## config.mk

```make
export PLATFORM = sky130hd
export DESIGN_NAME = shake_absorb_padder
export DESIGN_NICKNAME = d
export VERILOG_FILES = /design/src/rtl/shake_absorb_padder.sv
export SDC_FILE = /design/constraint.sdc
export NUM_CORES = 2
export LEC_CHECK = 0
export CORE_AREA = 2 2 448 450
export CTS_BUF_LIST = sky130_fd_sc_hd__clkbuf_16
export DETAILED_ROUTE_END_ITERATION = 7
export DIE_AREA = 0 0 450 452
export PLACE_DENSITY = 0.55
export SLEW_MARGIN = 20
export SYNTH_ARGS = -nofsm -noshare
export SYNTH_HDL_FRONTEND = slang
export SYNTH_SLANG_ARGS = --single-unit
```

## constraint.sdc

```tcl
create_clock -name clk -period 3 [get_ports clk]
set_clock_uncertainty 0.05 [all_clocks]
set_input_delay 0.3 -clock clk [delete_from_list [all_inputs] [get_ports clk]]
set_output_delay 0.3 -clock clk [all_outputs]
set_load 0.01 [all_outputs]
```

## src/rtl/shake_absorb_padder.sv

```systemverilog
`default_nettype none
// +--------------------------------------------------------------------------+
// | Module   : shake_absorb_padder                                           |
// | Purpose  : Packs a byte-granular W-bit message stream into RATE-bit      |
// |            Keccak sponge blocks. It applies domain-suffix + pad10*1      |
// |            padding on the final block, and emits an extra padding-only   |
// |            block when the message ends exactly on a block boundary.      |
// | Revision : 1.0 - initial release                                         |
// +--------------------------------------------------------------------------+
module shake_absorb_padder #(
  parameter int         RATE = 1088,
  parameter int         W    = 64,
  parameter logic [7:0] DS   = 8'h1F
) (
  input  logic                   clk,
  input  logic                   rst,
  input  logic [W-1:0]           in_data,
  input  logic                   in_valid,
  input  logic                   in_last,
  input  logic [$clog2(W/8):0]   in_bytes,
  output logic                   in_ready,
  output logic [RATE-1:0]        out_data,
  output logic                   out_valid,
  output logic                   out_last,
  input  logic                   out_ready
);

  localparam int c_WORDS = RATE / W;
  localparam int c_WB    = W / 8;
  localparam int c_BYTES = RATE / 8;
  localparam int c_IW    = (c_WORDS > 1) ? $clog2(c_WORDS) : 1;
  localparam int c_BW    = $clog2(W / 8) + 1;
  localparam int c_PW    = $clog2(c_BYTES + 1) + 1;
  localparam int c_SW    = $clog2(RATE + 1) + 1;

  localparam logic [1:0] c_FILL     = 2'd0;
  localparam logic [1:0] c_EMIT     = 2'd1;
  localparam logic [1:0] c_EMIT_PAD = 2'd2;

  logic [1:0]      r_state;
  logic [1:0]      w_state_nxt;
  logic [RATE-1:0] r_buf;
  logic [c_IW-1:0] r_widx;
  logic            r_pad_pending;
  logic            r_last;

  logic            w_accept;
  logic            w_out_hs;
  logic            w_last_slot;
  logic [W-1:0]    w_masked;
  logic [c_PW-1:0] w_pos;
  logic            w_full;
  logic [c_SW-1:0] w_word_shift;
  logic [c_SW-1:0] w_pad_shift;
  logic [RATE-1:0] w_word_blk;
  logic [RATE-1:0] w_ds_blk;
  logic [RATE-1:0] w_fill_buf;
  logic [RATE-1:0] w_pad_only;

  assign w_accept    = in_valid & in_ready;
  assign w_out_hs    = out_valid & out_ready;
  assign w_last_slot = (r_widx == c_IW'(c_WORDS - 1));

  // Pad position in bytes from the block start; equals RATE/8 when the
  // final word fills the block completely.
  assign w_pos        = c_PW'(r_widx) * c_PW'(c_WB) + c_PW'(in_bytes);
  assign w_full       = (w_pos == c_PW'(c_BYTES));
  assign w_word_shift = c_SW'(r_widx) * c_SW'(W);
  assign w_pad_shift  = c_SW'(w_pos) * c_SW'(8);

  assign out_data = r_buf;

  // Zero the bytes past in_bytes on the final word (byte 0 sits at the MSB end).
  always_comb begin
    w_masked = in_data;
    for (int b = 0; b < c_WB; b++) begin
      if (in_last && (c_BW'(b) >= in_bytes)) begin
        w_masked[W-1-8*b -: 8] = 8'h00;
      end
    end
  end

  // Next buffer contents for an accepted word, with padding folded in
  // when this word closes a message that does not fill the block.
  always_comb begin
    w_word_blk              = '0;
    w_word_blk[RATE-1 -: W] = w_masked;
    w_ds_blk                = '0;
    w_ds_blk[RATE-1 -: 8]   = DS;
    w_fill_buf              = r_buf | (w_word_blk >> w_word_shift);
    if (in_last && !w_full) begin
      w_fill_buf       = w_fill_buf ^ (w_ds_blk >> w_pad_shift);
      w_fill_buf[7:0]  = w_fill_buf[7:0] ^ 8'h80;
    end
  end

  // Padding-only block used after a message that ended on a block boundary.
  always_comb begin
    w_pad_only              = '0;
    w_pad_only[RATE-1 -: 8] = DS;
    w_pad_only[7:0]         = w_pad_only[7:0] ^ 8'h80;
  end

  // State register.
  always_ff @(posedge clk) begin
    if (rst) begin
      r_state <= c_FILL;
    end else begin
      r_state <= w_state_nxt;
    end
  end

  // Next-state logic.
  always_comb begin
    w_state_nxt = r_state;
    case (r_state)
      c_FILL: begin
        if (w_accept && (in_last || w_last_slot)) begin
          w_state_nxt = c_EMIT;
        end
      end
      c_EMIT: begin
        if (w_out_hs) begin
          w_state_nxt = r_pad_pending ? c_EMIT_PAD : c_FILL;
        end
      end
      c_EMIT_PAD: begin
        if (w_out_hs) begin
          w_state_nxt = c_FILL;
        end
      end
      default: w_state_nxt = c_FILL;
    endcase
  end

  // Handshake outputs; everything is held low while reset is asserted.
  always_comb begin
    in_ready  = 1'b0;
    out_valid = 1'b0;
    out_last  = 1'b0;
    if (!rst) begin
      case (r_state)
        c_FILL:     in_ready = 1'b1;
        c_EMIT: begin
          out_valid = 1'b1;
          out_last  = r_last;
        end
        c_EMIT_PAD: begin
          out_valid = 1'b1;
          out_last  = 1'b1;
        end
        default: begin
          in_ready  = 1'b0;
          out_valid = 1'b0;
        end
      endcase
    end
  end

  // Block buffer, word counter and final-block bookkeeping.
  always_ff @(posedge clk) begin
    if (rst) begin
      r_buf         <= '0;
      r_widx        <= '0;
      r_pad_pending <= 1'b0;
      r_last        <= 1'b0;
    end else begin
      case (r_state)
        c_FILL: begin
          if (w_accept) begin
            r_buf <= w_fill_buf;
            if (in_last) begin
              r_widx        <= '0;
              r_last        <= !w_full;
              r_pad_pending <= w_full;
            end else if (w_last_slot) begin
              r_widx        <= '0;
              r_last        <= 1'b0;
              r_pad_pending <= 1'b0;
            end else begin
              r_widx <= r_widx + c_IW'(1);
            end
          end
        end
        c_EMIT: begin
          if (w_out_hs) begin
            r_buf         <= r_pad_pending ? w_pad_only : '0;
            r_pad_pending <= 1'b0;
          end
        end
        c_EMIT_PAD: begin
          if (w_out_hs) begin
            r_buf <= '0;
          end
        end
        default: r_buf <= '0;
      endcase
    end
  end

endmodule
`default_nettype wire

```

==> results.py <==
metrics = {
    "final_layout": {
        "final_util": 0.370,
        "layout-drive-gt1-share": 0.153,
        "nets": 7211,
        "final_area_sq_um": 73600,
        "nFillCells": 20000,
        "multi_input_area_sq_um": 25600,
        "syn_to_final_growth_pct": 48.2,
        "finalNonFillerCells": 9901,
        "seq_area_sq_um": 22000,
    },
    "timing": {
        "fin_crit_ns": 2.92,
        "fin_crit_sh": 0.973,
        "tns_ns": 0,
        "slew_headroom": 0.355,
        "slew_viol_final": 0,
        "fmax_mhz": 343,
        "whs_ns": 0.202,
        "setup_viol_count_final": 0,
        "worstMarginPinSlew_ns": 0.966,
        "hold_violations": 0,
    },
    "synthesis": {
        "yosys.area.top_type": "dfxtp_1",
        "syn_inst": 5669,
        "synth_ff_type": "dfxtp_1",
        "synthTopCellsByArea": "dfxtp_1, a21oi_1, o2bb2ai_1",
        "synth_edf_count": 0,
        "netlist_area_sq_um": 49600,
        "ys_seq_area_frac": 0.442,
        "synth.distinct_cells": 93,
        "yosysTopAreaCellShare": 0.442,
        "syn_nets": 5749,
        "async_flop_share": 0,
        "yosysWarningCount": 0,
        "synth_seq_cells": 1097,
        "syn_area_per_cell_sq_um": 8.76,
    },
    "placement": {
        "place_area_sq_um": 69200,
        "dpl.cell_count": 9651,
        "port_buffers": 1163,
        "gp_congestion": 0.933,
        "hpwl_microns": 219000,
    },
    "routing": {
        "wl_per_cell_microns": 29.3,
        "wl_microns": 291000,
        "ant_nets": 0,
        "post-route-drc-count": 0,
        "drtIter0Drc": 6176,
        "first_pass_iters": 8,
        "via_per_inst": 5.64,
        "vias": 55800,
    },
    "die": {
        "die_h_microns": 452,
        "core_area_sq_um": 199000,
        "die_w_microns": 450,
        "start_util": 0.250,
        "ioPinCount": 1164,
        "rows": 164,
        "dieArea_sq_um": 203000,
    },
    "clock_tree": {
        "post_cts_buffers": 0,
        "clk_latency_ns": 0.82,
        "cts-root-buf": "clkbuf_16",
        "h-tree-depth": 4,
        "clk_path_buf_depth": 3,
        "cts_sinks": 1097,
        "cts_tree": "yes",
        "cts_hold_buf": 0,
        "cts-buffers-inserted": 134,
        "clk_pin_slew_ns": 0.06,
    },
    "critical_path": {
        "cp_max_fo": 14,
        "cp-end-kind": "register",
        "critical_path_class": "register to register",
        "worst-r2r-setup-slack_ns": 0.08,
        "start_kind": "register",
        "critical_path_required_ns": 3.69,
        "critPathArrivalTime_ns": 3.61,
    },
    "global_routing": {
        "grt_pass1_vias": 52200,
        "antenna_found_initial": 24,
        "grt.total_usage": 0.271,
        "gr-total-overflow": 0,
        "grt_max_degree": 129,
        "grt_pass1_wl_microns": 403000,
    },
    "run_status": {
        "status": "finished clean",
    },
    "power_and_ir_drop": {
        "cellLeakagePower_uw": 0.0269,
        "power-per-cell-area_nw_per_um2": 522,
        "peakVddDrop_uv": 451,
    },
    "hold_path": {
        "holdCritPathClass": "input port to register",
    },
    "flow_run": {
        "drv_cap": 0,
    },
}
==> synth_stat cells, drive strengths merged, types with 65 or more instances <==
cell type,n
a211o,226
a211oi,65
a2111oi,157
and3,147
a221o,117
dfxtp,1097
nand2,135
clkbuf,293
o21ai,154
nor4,161
o2bb2ai,295
nor3,251
a21oi,991
nor2,690
buf,239
a22oi,190
==> flip-flops by register name (all words and copies together), names as in the netlist <==
register / count
out_data: 1088
r_state: 2
r_widx: 5
r_last: 1
r_pad_pending: 1
==> timing repair <==
action | in CTS | in global routing
endpoints found under the setup margin | 1 | 66
resized for setup | 2 | 21
gates cloned | 0 | 0
endpoints found under the hold margin | 0 | 0
==> metal layers <==
layer,track usage,vias up,share of wire
met5,0,-,0.00012
met4,0.161,6,0.065
met3,0.0640,619,0.087
met2,0.436,3099,0.46
met1,0.330,27400,0.39
li1,-,24700,-
==> cell families after synthesis <==
group / count (synthesis) / synth area share
AOI/OAI and AO/OA: 2381 / 0.335
buffers and inverters: 537 / 0.0485
adders and majority gates: 7 / 0.00176
muxes: 32 / 0.00663
xor gates and xnor gates: 5 / 0.000882
DFF: 1097 / 0.442
and+or+nand+nor: 1610 / 0.165
==> area by class of cell <==
type / instances / area share
multi-input cells: 4035 / 0.348
flip-flops and latches: 1097 / 0.298
repair buffers: 1858 / 0.249
clock buffers: 138 / 0.0469
well taps: 2656 / 0.0452
clock inverters: 96 / 0.0120
diodes: 16 / 0.000544
inverters: 5 / 0.000289
==> cell usage in the layout, fill, tap and decap left out, drive strengths merged, types with 29 or more instances in the layout <==
cell type / instances
a2111oi: 157
a211o: 226
a211oi: 65
a21boi: 34
a21oi: 991
a221o: 117
a22oi: 190
a31oi: 37
and2: 34
and3: 147
buf: 698
clkbuf: 138
clkdlybuf4s50: 1159
clkinv: 44
dfxtp: 1097
inv: 42
nand2: 135
nand3: 48
nor2: 690
nor2b: 32
nor3: 251
nor3b: 37
nor4: 161
o211ai: 29
o21ai: 154
o2bb2ai: 295
==> power breakdown <==
part           internal [uW]  total (uW)  switching [uW]
Combinational           2100        6980            4880
Sequential             14800       15100             249
Clock                   9350       16400            7040
Total                  26300       38400           12200
==> through the flow <==
stage	total power (uW)	worst slack [ns]
floorplan	18600	0.380
global placement	22200	-0.445
detailed placement	22200	-0.431
CTS	38600	0.000854
global route	39600	-0.0304
finish	38400	0.0816
==> worst max-delay path, stage by stage, from the launching register on <==
cell	delay, ns
dfxtp_4	0.35
ha_1	0.22
ha_1	0.29
buf_4	0.19
xor2_4	0.17
buf_12	0.18
nor2_1	0.29
buf_4	0.19
o211ai_1	0.09
buf_4	0.19
a2111oi_0	0.45
a211o_1	0.17
==> final timing paths <==
kind                 startpoint             to  depth (start not counted)
setup / recovery      r_widx[0]  out_data[355]                         11
hold / removal              rst     r_state[1]                          2
setup reg to reg      r_widx[0]  out_data[355]                         11
hold reg to reg   out_data[934]  out_data[934]                          2
Power figures use the tool's default switching activity.
